## src/rtl/dm_access_unit_if.sv

```systemverilog
// Bundle of the MEM-stage request port, the data-memory RAM port and the response port.
// The master side is the pipeline plus RAM core; the slave side is dm_access_unit.
// Pure wiring: it adds no latency and no flow-control behaviour of its own.
interface dm_access_unit_if #(
  parameter int ADDR_WIDTH = 13
);
  // Request from the MEM stage
  logic                  req_valid;
  logic                  req_ready;
  logic                  req_write;
  logic [1:0]            req_type;
  logic                  req_sign;
  logic [31:0]           req_addr;
  logic [31:0]           req_wdata;
  // RAM core port
  logic [3:0]            ram_we;
  logic [ADDR_WIDTH-3:0] ram_addr;
  logic [31:0]           ram_wdata;
  logic [31:0]           ram_rdata;
  // Response to the MEM stage
  logic                  rsp_valid;
  logic                  rsp_ready;
  logic [31:0]           rsp_rdata;
  logic                  rsp_write;
  logic                  rsp_err;

  modport master (
    output req_valid, req_write, req_type, req_sign, req_addr, req_wdata,
    input  req_ready,
    input  ram_we, ram_addr, ram_wdata,
    output ram_rdata,
    input  rsp_valid, rsp_rdata, rsp_write, rsp_err,
    output rsp_ready
  );

  modport slave (
    input  req_valid, req_write, req_type, req_sign, req_addr, req_wdata,
    output req_ready,
    output ram_we, ram_addr, ram_wdata,
    input  ram_rdata,
    output rsp_valid, rsp_rdata, rsp_write, rsp_err,
    input  rsp_ready
  );
endinterface

```

## src/rtl/dm_access_unit.sv

```systemverilog
// Load/store front-end to the data-memory RAM: alignment/range check, byte lanes, load extension.
// Latency: store/error response 1 cycle after accept, load response 2 cycles after accept.
// Backpressure: one request in flight; the response is held in RESP until rsp_ready is high.
module dm_access_unit #(
  parameter int ADDR_WIDTH = 13
) (
  input  logic              clk_i,
  input  logic              rst_ni,
  dm_access_unit_if.slave   bus
);

  typedef enum logic [1:0] {ST_IDLE, ST_WAIT, ST_RESP} state_t;

  state_t                state_q;
  logic [ADDR_WIDTH-3:0] addr_q;
  logic [1:0]            type_q;
  logic                  sign_q;
  logic [1:0]            off_q;
  logic                  rsp_valid_q;
  logic [31:0]           rsp_rdata_q;
  logic                  rsp_write_q;
  logic                  rsp_err_q;

  logic        accept;
  logic        req_err;
  logic [3:0]  lane_be;
  logic [31:0] load_val;
  logic [7:0]  load_byte;
  logic [15:0] load_half;

  // Reset gates req_ready so nothing is accepted (or written) while held in reset.
  assign bus.req_ready = (state_q == ST_IDLE) && rst_ni;
  assign accept        = bus.req_ready && bus.req_valid;

  // Illegal type, misaligned word/half, or address beyond the DM window.
  assign req_err = (bus.req_type == 2'd3)
                || ((bus.req_type == 2'd0) && (bus.req_addr[1:0] != 2'b00))
                || ((bus.req_type == 2'd1) && bus.req_addr[0])
                || (bus.req_addr[31:ADDR_WIDTH] != '0);

  // Byte-enable pattern for the addressed lane(s).
  always_comb begin
    lane_be = 4'b0000;
    case (bus.req_type)
      2'd0:    lane_be = 4'b1111;
      2'd1:    lane_be = bus.req_addr[1] ? 4'b1100 : 4'b0011;
      2'd2:    lane_be = 4'b0001 << bus.req_addr[1:0];
      default: lane_be = 4'b0000;
    endcase
  end

  assign bus.ram_we    = (accept && bus.req_write && !req_err) ? lane_be : 4'b0000;
  assign bus.ram_wdata = bus.req_wdata << {bus.req_addr[1:0], 3'b000};
  // Captured address outside IDLE keeps the RAM output stable while WAIT samples it.
  assign bus.ram_addr  = (state_q == ST_IDLE) ? bus.req_addr[ADDR_WIDTH-1:2] : addr_q;

  assign load_byte = bus.ram_rdata[{off_q, 3'b000} +: 8];
  assign load_half = bus.ram_rdata[{off_q[1], 4'b0000} +: 16];

  // Lane select plus sign/zero extension of the RAM word for the captured load.
  always_comb begin
    load_val = bus.ram_rdata;
    case (type_q)
      2'd1:    load_val = {{16{sign_q & load_half[15]}}, load_half};
      2'd2:    load_val = {{24{sign_q & load_byte[7]}}, load_byte};
      default: load_val = bus.ram_rdata;
    endcase
  end

  assign bus.rsp_valid = rsp_valid_q;
  assign bus.rsp_rdata = rsp_rdata_q;
  assign bus.rsp_write = rsp_write_q;
  assign bus.rsp_err   = rsp_err_q;

  // Request/response FSM with registered response outputs.
  always_ff @(posedge clk_i or negedge rst_ni) begin
    if (!rst_ni) begin
      state_q     <= ST_IDLE;
      addr_q      <= '0;
      type_q      <= 2'd0;
      sign_q      <= 1'b0;
      off_q       <= 2'd0;
      rsp_valid_q <= 1'b0;
      rsp_rdata_q <= 32'd0;
      rsp_write_q <= 1'b0;
      rsp_err_q   <= 1'b0;
    end else begin
      case (state_q)
        ST_IDLE: begin
          if (accept) begin
            if (req_err || bus.req_write) begin
              // Errors and stores respond directly; the store was written this edge.
              rsp_err_q   <= req_err;
              rsp_write_q <= bus.req_write;
              rsp_rdata_q <= 32'd0;
              rsp_valid_q <= 1'b1;
              state_q     <= ST_RESP;
            end else begin
              addr_q  <= bus.req_addr[ADDR_WIDTH-1:2];
              type_q  <= bus.req_type;
              sign_q  <= bus.req_sign;
              off_q   <= bus.req_addr[1:0];
              state_q <= ST_WAIT;
            end
          end
        end
        ST_WAIT: begin
          rsp_rdata_q <= load_val;
          rsp_err_q   <= 1'b0;
          rsp_write_q <= 1'b0;
          rsp_valid_q <= 1'b1;
          state_q     <= ST_RESP;
        end
        ST_RESP: begin
          if (bus.rsp_ready) begin
            rsp_valid_q <= 1'b0;
            state_q     <= ST_IDLE;
          end
        end
        default: state_q <= ST_IDLE;
      endcase
    end
  end

endmodule

```

## src/flat_wrapper.sv

```systemverilog
// flat-port wrapper written by rule: the top's interface ports become plain ports
module dm_access_unit_flat 
#(
  parameter int ADDR_WIDTH = 13
)
  (clk_i, rst_ni, bus_req_valid, bus_req_write, bus_req_type, bus_req_sign, bus_req_addr, bus_req_wdata, bus_req_ready, bus_ram_we, bus_ram_addr, bus_ram_wdata, bus_ram_rdata, bus_rsp_valid, bus_rsp_rdata, bus_rsp_write, bus_rsp_err, bus_rsp_ready);
  dm_access_unit_if #(.ADDR_WIDTH(ADDR_WIDTH)) bus_i ();
  input  logic clk_i;
  input  logic rst_ni;
  input wire logic [$bits(bus_i.req_valid)-1:0] bus_req_valid;
  input wire logic [$bits(bus_i.req_write)-1:0] bus_req_write;
  input wire logic [$bits(bus_i.req_type)-1:0] bus_req_type;
  input wire logic [$bits(bus_i.req_sign)-1:0] bus_req_sign;
  input wire logic [$bits(bus_i.req_addr)-1:0] bus_req_addr;
  input wire logic [$bits(bus_i.req_wdata)-1:0] bus_req_wdata;
  output wire logic [$bits(bus_i.req_ready)-1:0] bus_req_ready;
  output wire logic [$bits(bus_i.ram_we)-1:0] bus_ram_we;
  output wire logic [$bits(bus_i.ram_addr)-1:0] bus_ram_addr;
  output wire logic [$bits(bus_i.ram_wdata)-1:0] bus_ram_wdata;
  input wire logic [$bits(bus_i.ram_rdata)-1:0] bus_ram_rdata;
  output wire logic [$bits(bus_i.rsp_valid)-1:0] bus_rsp_valid;
  output wire logic [$bits(bus_i.rsp_rdata)-1:0] bus_rsp_rdata;
  output wire logic [$bits(bus_i.rsp_write)-1:0] bus_rsp_write;
  output wire logic [$bits(bus_i.rsp_err)-1:0] bus_rsp_err;
  input wire logic [$bits(bus_i.rsp_ready)-1:0] bus_rsp_ready;
  assign bus_i.req_valid = bus_req_valid;
  assign bus_i.req_write = bus_req_write;
  assign bus_i.req_type = bus_req_type;
  assign bus_i.req_sign = bus_req_sign;
  assign bus_i.req_addr = bus_req_addr;
  assign bus_i.req_wdata = bus_req_wdata;
  assign bus_req_ready = bus_i.req_ready;
  assign bus_ram_we = bus_i.ram_we;
  assign bus_ram_addr = bus_i.ram_addr;
  assign bus_ram_wdata = bus_i.ram_wdata;
  assign bus_i.ram_rdata = bus_ram_rdata;
  assign bus_rsp_valid = bus_i.rsp_valid;
  assign bus_rsp_rdata = bus_i.rsp_rdata;
  assign bus_rsp_write = bus_i.rsp_write;
  assign bus_rsp_err = bus_i.rsp_err;
  assign bus_i.rsp_ready = bus_rsp_ready;
  dm_access_unit #(.ADDR_WIDTH(ADDR_WIDTH)) u_core (.clk_i(clk_i), .rst_ni(rst_ni), .bus(bus_i));
endmodule
```

## config.mk

```make
export PLATFORM = sky130hd
export DESIGN_NAME = dm_access_unit_flat
export DESIGN_NICKNAME = d
export VERILOG_FILES = /design/src/rtl/dm_access_unit_if.sv /design/src/rtl/dm_access_unit.sv /design/src/flat_wrapper.sv
export SDC_FILE = /design/constraint.sdc
export NUM_CORES = 1
export LEC_CHECK = 0
export BUFFER_PORTS_ARGS = -buffer_cell sky130_fd_sc_hd__buf_2
export CAP_MARGIN = 20
export CORE_MARGIN = 2
export CORE_UTILIZATION = 46
export DETAILED_ROUTE_END_ITERATION = 7
export HOLD_SLACK_MARGIN = 0.03
export MAX_ROUTING_LAYER = met4
export PLACE_DENSITY = 0.81
export SYNTH_ARGS = -nofsm -noshare
export SYNTH_HDL_FRONTEND = slang
export SYNTH_SLANG_ARGS = --single-unit
```

## constraint.sdc

```tcl
create_clock -name clk_i -period 2.15 [get_ports clk_i]
set_input_delay 0 -clock clk_i [delete_from_list [all_inputs] [get_ports clk_i]]
set_output_delay 0 -clock clk_i [all_outputs]
set_load 0.03 [all_outputs]
```

==> impl_metrics.env, run 1 <==
export IMPL_fin_cells=701
export IMPL_core_area_um2=7610
export IMPL_clk_path_buf_depth=2
export IMPL_place_gp_congestion=0.969
export IMPL_fillCellCount=606
export IMPL_synth_seq_area_share=0.373
export IMPL_syn_to_final_growth_pct=43.3
export IMPL_io_buffers=186
export IMPL_crit_buf_inv=4
export IMPL_netlist_area_um2=3560
export IMPL_drt_wl_total_mm=11.0
export IMPL_crit_type="in2out"
export IMPL_drc=0
export IMPL_status="complete, no violations"
export IMPL_cts_buffers_inserted=5
export IMPL_grt_usage=0.254
export IMPL_grt_antenna_before_repair=0
export IMPL_pwr_density_cell_nw_per_um2=627
export IMPL_grt_overflow=0
export IMPL_period_minus_slack_ns=1.96
export IMPL_grt_pass1_vias=3617
export IMPL_rsz0062_at_grt="no"
export IMPL_top_usage_layer="met2"
export IMPL_routed_via_density=5.48
export IMPL_crit_path_top_delay_cell="dlygate4sd3_1"
export IMPL_final_area_um2=5100
export IMPL_vdd_drop_max_mv=0.315
export IMPL_hold_path_class="in2reg"
export IMPL_dieArea_um2=8460
export IMPL_start_util=0.468
export IMPL_postPlaceCellArea_um2=4650
export IMPL_finalClockSkew_ns=0.0101
export IMPL_final_common_cell="buf_2"
export IMPL_yosys_warnings=0
export IMPL_ys_types=43
export IMPL_ys_ff_latch=53
export IMPL_crit_family="buffers and inverters"
export IMPL_relSlewSlack=0.556
export IMPL_end_kind="output pin"
export IMPL_crit_required_ns=2.15
export IMPL_layout_drive_gt1_share=0.422
export IMPL_post_drt_wl_per_cell_um=15.6
export IMPL_fin_nets=704
export IMPL_finalHoldViolations=0
export IMPL_critPathMaxStageDelay_ns=0.58
export IMPL_place_inst=660
export IMPL_synth_fp_nets=485
export IMPL_use_met2=0.445
export IMPL_syn_area_per_cell_um2=9.39
export IMPL_clock_fmax_mhz=511
export IMPL_cts_root_buffer="clkbuf_8"
export IMPL_grtUsageMet3=0.0378
export IMPL_rows=32
export IMPL_ant_nets=0
export IMPL_finalSetupTns_ns=0
export IMPL_tightest_slew_ns=0.666
export IMPL_cts_reportedPaths_clkPinSlew_ns=0.09
export IMPL_firstDrtPassIters=5
export IMPL_syn_inst=379
export IMPL_setup_viol=0
export IMPL_io_pins=187
export IMPL_die_h_um=92.0
export IMPL_critPathArrivalTime_ns=1.96
export IMPL_grt_first_pass_wirelength_mm=17.1
export IMPL_period_share=0.911
export IMPL_cts_tree="yes"
export IMPL_gr_usage_met1=0.304
export IMPL_htreeDepth=2
export IMPL_clk_latency_ns=0.31
export IMPL_holdWs_ns=0.0353
export IMPL_drtIter0Drc=164
export IMPL_clock_sinks=53
export IMPL_path_cells="dlygate4sd3_1 > buf_2 > nor4bb_2 > nand2_1 > nor4_1 > buf_4 > nor2b_1 > buf_2"
export IMPL_crit_path_frequent_cell="buf_2"
export IMPL_leakagePower_uw=0.00258
export IMPL_n_antenna_cell=0
export IMPL_final_cell_mix="buf_2 (186), dfrtp_1 (53), nand2_1 (38), dlygate4sd3_1 (33), mux2i_1 (24)"
export IMPL_worstSetupStartpointType="input pin"
export IMPL_cap_violations=0
export IMPL_cp_max_fo=4
export IMPL_grt_max_degree=54
export IMPL_fp_dieW_um=92.0
export IMPL_dp_hpwl_mm=8.18
export IMPL_slew_viol_final=0
export IMPL_vias=3841
## tightest hold or removal path: cells and delay by family
kind	cells	cell delay [ns]
AO/OA/AOI/OAI	1	0.12
AND/OR/NAND/NOR	1	0.10
buffers and inverters	1	0.09
## cell usage after synthesis (all sizes together)
| library cell | count | area, um2 |
|---|---|---|
| mux2i | 24 | 240 |
| and2 | 10 | 62.6 |
| buf | 5 | 32.5 |
| clkbuf | 21 | 78.8 |
| nor2 | 23 | 86.3 |
| o31a | 2 | 17.5 |
| nand4bb | 1 | 11.3 |
| a22o | 16 | 140 |
| mux2 | 28 | 349 |
| or3 | 2 | 17.5 |
| inv | 16 | 60.1 |
| and3 | 1 | 6.26 |
| a211o | 1 | 8.76 |
| nand2b | 20 | 125 |
| nor4bb | 1 | 10.0 |
| o22ai | 7 | 43.8 |
| or2 | 1 | 6.26 |
| nor2b | 12 | 75.1 |
| dfrtp | 53 | 1330 |
| nand2 | 38 | 143 |
| a211oi | 10 | 75.1 |
| nand4 | 1 | 12.5 |
| o311ai | 9 | 78.8 |
| o31ai | 2 | 20.0 |
| o21ai | 21 | 105 |
| a21oi | 16 | 80.1 |
| a31o | 1 | 8.76 |
| o21a | 3 | 22.5 |
| nor4 | 6 | 77.6 |
| ha | 2 | 25.0 |
| nand3 | 2 | 10.0 |
| nand3b | 1 | 7.51 |
| clkinv | 1 | 3.75 |
| o221ai | 16 | 140 |
| o22a | 6 | 52.6 |
## per-layer routing
layer,vias up,part of all wire
met5,-,0
met4,0,0.019
met3,22,0.066
met2,174,0.51
met1,1813,0.41
li1,1832,-
## worst paths after layout
kind,from,slack [ns],depth (start not counted),end
setup / recovery,rst_ni,0.19,8,bus_ram_we[2]
hold / removal,bus_ram_rdata[17],0.04,3,u_core.bus.rsp_rdata[17]
setup reg to reg,u_core.type_q[0],0.24,6,u_core.bus.rsp_rdata[17]
hold reg to reg,u_core.bus.rsp_rdata[31],0.51,1,u_core.bus.rsp_rdata[31]
max in group asynchronous,rst_ni,1.22,3,u_core.addr_q[10]
min in group asynchronous,rst_ni,0.09,2,u_core.bus.rsp_err
## power by group
group | leakage [uW] | internal (uW) | switching, uW
Sequential | 0.000693 | 1140 | 122
Clock | 0.0000585 | 350 | 346
Combinational | 0.00183 | 447 | 794
## logic make-up (layout without fill, tap and decap cells)
| family | count (synthesis) | count (layout) | synth area share |
|---|---|---|---|
| compound gates | 110 | 110 | 0.223 |
| fa+ha+maj | 2 | 2 | 0.00703 |
| buf+inv | 43 | 263 | 0.0492 |
| flops | 53 | 53 | 0.373 |
| mux | 52 | 52 | 0.166 |
| simple gates | 119 | 119 | 0.183 |
## registers in the layout, summed over array words and instances (netlist names)
| name | flops |
|---|---|
| u_core.bus.rsp_rdata | 32 |
| u_core.type_q | 2 |
| u_core.addr_q | 11 |
| u_core.off_q | 2 |
| u_core.state_q | 2 |
| u_core.bus.rsp_err | 1 |
| u_core.bus.rsp_write | 1 |
| u_core.sign_q | 1 |
| u_core.bus.rsp_valid | 1 |
## area by class of cell
cell class              count  area [um2]  area share
repair buffers            238        1400       0.275
inverters                  17        63.8      0.0125
clock buffers               5        68.8      0.0135
flip-flops and latches     53        1330       0.260
clock inverters             3        43.8     0.00859
multi-input cells         283        2070       0.405
well taps                 102         128      0.0250
## per-stage QoR
stage	power (uW)	util	setup WS [ns]
after detailed placement	2470	0.611	0.176
after CTS	3220	0.669	0.139
final	3200	0.670	0.191
after global routing	3370	0.670	0.0234
after floorplan	2020	-	0.269
after global placement	2430	0.611	0.282
## repair_timing
action                                  CTS  global route
endpoints found under the setup margin    0            19
hold endpoints to repair                 85             0
gates resized for setup                   0             2
hold buffers                             33             0
setup buffers                             0             0
No activity file was read; power rests on OpenSTA's default activity.
==> inputs of run 2 (changes only) <==
--- a/config.mk
+++ b/config.mk
@@ -8,11 +8,12 @@
 export BUFFER_PORTS_ARGS = -buffer_cell sky130_fd_sc_hd__buf_2
 export CAP_MARGIN = 20
 export CORE_MARGIN = 2
-export CORE_UTILIZATION = 46
+export CORE_UTILIZATION = 49
 export DETAILED_ROUTE_END_ITERATION = 7
 export HOLD_SLACK_MARGIN = 0.03
 export MAX_ROUTING_LAYER = met4
-export PLACE_DENSITY = 0.81
+export PLACE_DENSITY = 0.86
+export SKIP_CTS_REPAIR_TIMING = 1
 export SYNTH_ARGS = -nofsm -noshare
 export SYNTH_HDL_FRONTEND = slang
 export SYNTH_SLANG_ARGS = --single-unit
==> constraint.sdc (replaced) <==
create_clock -name clk_i -period 2.55 [get_ports clk_i]
set_input_delay 0 -clock clk_i [delete_from_list [all_inputs] [get_ports clk_i]]
set_output_delay 0 -clock clk_i [all_outputs]
set_load 0.03 [all_outputs]
==> run 2 against run 1 <==
  * Clock power down 28%
  * Core utilization up 1.4 points
  * Largest cell class unchanged
  * Critical endpoint is now bus_ram_we[3]
  * Hold slack lost 0.025 ns
  * Combinational power down 17%
  * Critical path depth decreased by 3
==> impl_metrics.env, run 2 (synthesized netlist as in run 1, its figures left out) <==
export IMPL_status="complete, no violations"
export IMPL_cts_tree="yes"
export IMPL_grt_overflow=0
export IMPL_grt_max_degree=55
export IMPL_grt_antenna_before_repair=1
export IMPL_cts_buffers_inserted=5
export IMPL_final_common_cell="buf_2"
export IMPL_vias=3859
export IMPL_slew_viol_final=0
export IMPL_rrSetupSlack_ns=0.45
export IMPL_cts_root_buffer="clkbuf_8"
export IMPL_dieArea_um2=7960
export IMPL_grt_first_pass_wirelength_mm=16.5
export IMPL_fin_nets=682
export IMPL_layout_drive_gt1_share=0.426
export IMPL_io_pins=187
export IMPL_core_area_um2=7140
export IMPL_drt_wl_total_mm=11.3
export IMPL_pwr_share_comb=0.398
export IMPL_rows=31
export IMPL_grt_pass1_vias=3528
export IMPL_die_h_um=89.2
export IMPL_p_clk_frac=0.193
export IMPL_worstSetupStartpointType="flip-flop"
export IMPL_finalHoldViolations=0
export IMPL_switchingPower_uw=1060
export IMPL_fillCellCount=612
export IMPL_clk_path_buf_depth=2
export IMPL_p_sw_frac=0.407
export IMPL_finalSetupTns_ns=0
export IMPL_rr_worst_depth=3
export IMPL_crit_type="reg2out"
export IMPL_place_inst=650
export IMPL_clock_sinks=53
export IMPL_internal_power_uw=1540
export IMPL_end_kind="output pin"
export IMPL_critPathArrivalTime_ns=2.28
export IMPL_holdPathStages=3
export IMPL_tightest_slew_ns=0.676
export IMPL_rr_startpoint="u_core.state_q[0]"
export IMPL_start_util=0.499
export IMPL_drc=0
export IMPL_cp_max_fo=17
export IMPL_clock_fmax_mhz=438
export IMPL_seq_area_um2=1330
export IMPL_final_cell_mix="buf_2 (186), dfrtp_1 (53), nand2_1 (38), mux2i_1 (24), nor2_1 (23)"
export IMPL_pwr_density_cell_nw_per_um2=532
export IMPL_ant_nets=0
export IMPL_holdWs_ns=0.00984
export IMPL_largest_register_ffs=32
export IMPL_io_buffers=186
export IMPL_place_gp_congestion=0.953
export IMPL_period_minus_slack_ns=2.28
export IMPL_vdd_drop_max_mv=0.260
export IMPL_routed_via_density=5.70
export IMPL_firstDrtPassIters=5
export IMPL_hold_path_class="in2reg"
export IMPL_whs_endpoint="u_core.bus.rsp_rdata[25]"
export IMPL_setup_viol=0
export IMPL_fp_dieW_um=89.2
export IMPL_relSlewSlack=0.547
export IMPL_power_frac_seq=0.409
export IMPL_grt_usage=0.273
export IMPL_post_drt_wl_per_cell_um=16.7
export IMPL_dp_hpwl_mm=8.41
export IMPL_cts_reportedPaths_clkPinSlew_ns=0.10
export IMPL_crit_required_ns=2.55
export IMPL_drtIter0Drc=200
export IMPL_cap_violations=0
export IMPL_rsz0062_at_grt="no"
export IMPL_finalClockSkew_ns=0.00461
export IMPL_leakagePower_uw=0.00247
export IMPL_period_share=0.895
export IMPL_fin_cells=677
export IMPL_htreeDepth=2
export IMPL_syn_to_final_growth_pct=37.2
export IMPL_hold_start="bus_ram_rdata[25]"
export IMPL_clk_latency_ns=0.31
export IMPL_r2r_end="u_core.bus.rsp_rdata[14]"
export IMPL_multi_input_area_um2=2070
## run 2: changes by cell type in the layout (fill, tap and decap cells not counted), sizes merged
| cell | previous run | this run |
|---|---|---|
| buf | 205 | 198 |
| bufinv | 1 | 0 |
| clkbuf | 5 | 6 |
| clkinv | 2 | 3 |
| diode | 0 | 1 |
| dlygate4sd3 | 33 | 18 |
| inv | 17 | 16 |
## run 2: area by class of cell
cell class | count | area share
Timing Repair Buffer | 216 | 0.246
Clock buffer | 6 | 0.0169
Tap cell | 99 | 0.0254
Antenna cell | 1 | 0.000512
Multi-Input combinational cell | 283 | 0.424
Inverter | 17 | 0.0131
Sequential cell | 53 | 0.272
Clock inverter | 2 | 0.00282
## run 2: worst max-delay path by stage
stage,start,end,slack (ns),cells after the start
detailed placement,u_core.state_q[0],u_core.bus.rsp_rdata[14],0.35,3
global placement,u_core.state_q[0],u_core.bus.rsp_rdata[14],0.50,3
CTS,u_core.state_q[0],bus_ram_we[2],0.04,5
finish,u_core.state_q[0],bus_ram_we[3],0.27,5
floorplan,u_core.state_q[1],bus_ram_we[0],0.67,5
global route,u_core.state_q[0],bus_ram_we[0],0.1,5
## run 2: power by group through the flow
stage	Clock (uW)	Combinational [uW]	Sequential, uW
after floorplan	0	406	1300
final	502	1030	1060
after global placement	0	981	1070
after CTS	511	1010	1060
after global routing	536	1110	1080
after detailed placement	0	1000	1080
## run 2: per-layer routing
metal / vias to the layer above / track usage / part of all wire
li1: 1790 / - / -
met2: 229 / 0.459 / 0.50
met5: - / - / 0
met3: 35 / 0.0489 / 0.086
met1: 1805 / 0.321 / 0.38
met4: 0 / 0.119 / 0.036
## run 2: worst max-delay path, cell delays in order (launching register included)
cell	delay, ns
dfrtp_1	0.58
nor4bb_2	0.47
nand2_1	0.15
nor4_2	0.33
nor2b_1	0.23
buf_2	0.22
## run 2: per-stage QoR
step | power, uW | cell area [um2] | worst slack, ns | util
3_3_place_gp | 2050 | 4590 | 0.497 | 0.644
2_1_floorplan | 1700 | 3560 | 0.669 | -
4_1_cts | 2580 | 4690 | 0.0390 | 0.657
6_report | 2600 | 4880 | 0.268 | 0.684
5_1_grt | 2720 | 4880 | 0.0975 | 0.684
3_5_place_dp | 2080 | 4590 | 0.347 | 0.644
==> inputs of run 3 (changes only) <==
--- a/config.mk
+++ b/config.mk
@@ -8,11 +8,11 @@
 export BUFFER_PORTS_ARGS = -buffer_cell sky130_fd_sc_hd__buf_2
 export CAP_MARGIN = 20
 export CORE_MARGIN = 2
-export CORE_UTILIZATION = 49
+export CORE_UTILIZATION = 46
 export DETAILED_ROUTE_END_ITERATION = 7
 export HOLD_SLACK_MARGIN = 0.03
 export MAX_ROUTING_LAYER = met4
-export PLACE_DENSITY = 0.86
+export PLACE_DENSITY = 0.81
 export SKIP_CTS_REPAIR_TIMING = 1
 export SYNTH_ARGS = -nofsm -noshare
 export SYNTH_HDL_FRONTEND = slang
==> constraint.sdc (replaced) <==
create_clock -name clk_i -period 2.5 [get_ports clk_i]
set_input_delay 0 -clock clk_i [delete_from_list [all_inputs] [get_ports clk_i]]
set_output_delay 0 -clock clk_i [all_outputs]
set_load 0.03 [all_outputs]
==> run 3 against run 2 <==
  * Clock power increased by 2%
  * Largest power group unchanged
  * Non-clock buffer count increased by 6
  * Setup slack about the same
  * Core utilization decreased by 3.5 points
  * Clock-buffer cell count decreased by 1
  * Critical path depth increased by 1
  * Combinational power about the same
  * Total power increased by 2.0%
  * Clock skew increased by 0.0034 ns
  * Final area increased by 1.1%
==> impl_metrics.env, run 3 (synthesized netlist as in run 1, its figures left out) <==
export IMPL_postPlaceCellArea_um2=4600
export IMPL_wl_met1_mm=4.49
export IMPL_status="complete, no violations"
export IMPL_core_area_um2=7610
export IMPL_grt_antenna_before_repair=0
export IMPL_final_area_um2=4940
export IMPL_tightest_slew_ns=0.662
export IMPL_critPathArrivalTime_ns=2.23
export IMPL_cts_tree="yes"
export IMPL_largest_register_ffs=32
export IMPL_start_util=0.468
export IMPL_cts_reportedPaths_clkPinSlew_ns=0.10
export IMPL_io_buffers=186
export IMPL_routed_via_density=5.47
export IMPL_post_drt_wl_per_cell_um=15.9
export IMPL_met3_length_um=651
export IMPL_htreeDepth=2
export IMPL_clock_fmax_mhz=448
export IMPL_clk_latency_ns=0.31
export IMPL_cts_buffers_inserted=5
export IMPL_fin_nets=688
export IMPL_hold_path_class="in2reg"
export IMPL_cap_violations=0
export IMPL_place_gp_congestion=0.930
export IMPL_n_antenna_cell=0
export IMPL_final_common_cell="buf_2"
export IMPL_finalSetupTns_ns=0
export IMPL_drt_wl_total_mm=10.9
export IMPL_die_h_um=92.0
export IMPL_finalClockSkew_ns=0.00806
export IMPL_crit_buf_inv=2
export IMPL_end_kind="output pin"
export IMPL_setup_viol=0
export IMPL_clk_path_buf_depth=2
export IMPL_dieArea_um2=8460
export IMPL_cp_max_fo=17
export IMPL_cts_root_buffer="clkbuf_8"
export IMPL_crit_family="simple AND/OR/NAND/NOR gates"
export IMPL_finalHoldViolations=0
export IMPL_critPathMaxStageDelay_ns=0.56
export IMPL_crit_path_top_delay_cell="dfrtp_1"
export IMPL_firstDrtPassIters=4
export IMPL_grt_first_pass_wirelength_mm=16.6
export IMPL_syn_to_final_growth_pct=38.7
export IMPL_drc=0
export IMPL_drtIter0Drc=247
export IMPL_period_minus_slack_ns=2.23
export IMPL_vdd_drop_max_mv=0.245
export IMPL_routed_wl_met2_mm=5.63
export IMPL_fp_dieW_um=92.0
export IMPL_ant_nets=0
export IMPL_highest_layer="met4"
export IMPL_rsz0062_at_grt="no"
export IMPL_grt_usage=0.248
export IMPL_leakagePower_uw=0.00249
export IMPL_clock_sinks=53
export IMPL_vias=3749
export IMPL_path_cells="nor4bb_2 > nand2_1 > nor4_1 > buf_4 > nor2b_1 > buf_2"
export IMPL_grt_overflow=0
export IMPL_crit_type="reg2out"
export IMPL_grt_max_degree=53
export IMPL_grt_pass1_vias=3549
export IMPL_pwr_density_cell_nw_per_um2=537
export IMPL_relSlewSlack=0.559
export IMPL_io_pins=187
export IMPL_crit_required_ns=2.50
export IMPL_period_share=0.893
export IMPL_slew_viol_final=0
export IMPL_layout_drive_gt1_share=0.420
export IMPL_dp_hpwl_mm=8.11
export IMPL_worstSetupStartpointType="flip-flop"
export IMPL_final_cell_mix="buf_2 (186), dfrtp_1 (53), nand2_1 (38), mux2i_1 (24), dlygate4sd3_1 (24)"
export IMPL_rows=32
-- run 3: cell types whose count changed in the layout (fill, tap and decap cells not counted) --
cell / previous run / this run
dlygate4sd3_1: 18 / 24
clkinvlp_4: 0 / 2
clkbuf_8: 6 / 5
clkinv_2: 1 / 0
clkinv_4: 1 / 0
diode_2: 1 / 0
inv_8: 0 / 1
nor4_1: 0 / 1
nor4_2: 5 / 4
-- run 3: worst paths after layout --
path                                           from                       end  slack (ns)  depth (start not counted)
hold reg to reg            u_core.bus.rsp_rdata[20]  u_core.bus.rsp_rdata[20]        0.51                          1
max in group asynchronous                    rst_ni   u_core.bus.rsp_rdata[6]        1.57                          3
setup reg to reg                   u_core.type_q[0]  u_core.bus.rsp_rdata[26]        0.27                          6
min in group asynchronous                    rst_ni        u_core.bus.rsp_err        0.08                          2
hold / removal                    bus_ram_rdata[11]  u_core.bus.rsp_rdata[11]        0.01                          3
setup / recovery                  u_core.state_q[0]             bus_ram_we[3]        0.27                          6
-- run 3: routing by layer --
| metal | track usage | vias to the layer above |
|---|---|---|
| met4 | 0.0560 | 0 |
| met2 | 0.444 | 170 |
| met5 | - | - |
| met3 | 0.0394 | 10 |
| met1 | 0.295 | 1776 |
| li1 | - | 1793 |
-- run 3: stage by stage --
stage | total power (uW) | util | cells | worst slack [ns] | hold WS [ns]
after CTS | 2640 | 0.617 | 661 | 0.0901 | -0.528
after floorplan | 1740 | - | 379 | 0.619 | -0.296
after detailed placement | 2120 | 0.604 | 653 | 0.319 | -0.185
after global placement | 2090 | 0.604 | 653 | 0.446 | -0.188
final | 2650 | 0.649 | 685 | 0.269 | 0.0128
after global routing | 2790 | 0.649 | 685 | 0.0720 | 0.0385
-- run 3: cell type report --
type                            count  area [um2]
Fill cell                         629        2670
Multi-Input combinational cell    283        2060
Sequential cell                    53        1330
Timing Repair Buffer              222        1260
Tap cell                          102         128
Clock buffer                        5        68.8
Inverter                           17        63.8
Clock inverter                      3        26.3
-- run 3: worst reg2reg max path: cells and delay by family, from the launching register on --
family | cells | cell delay, ns
AOI/OAI and AO/OA | 3 | 0.98
adders and majority gates | 1 | 0.31
buffers and inverters | 2 | 0.43
DFF | 1 | 0.41
-- run 3: report_power, final --
group / switching (uW) / leakage, uW / internal (uW)
Combinational: 677 / 0.00175 / 373
Sequential: 109 / 0.000693 / 979
Clock: 307 / 0.0000423 / 204
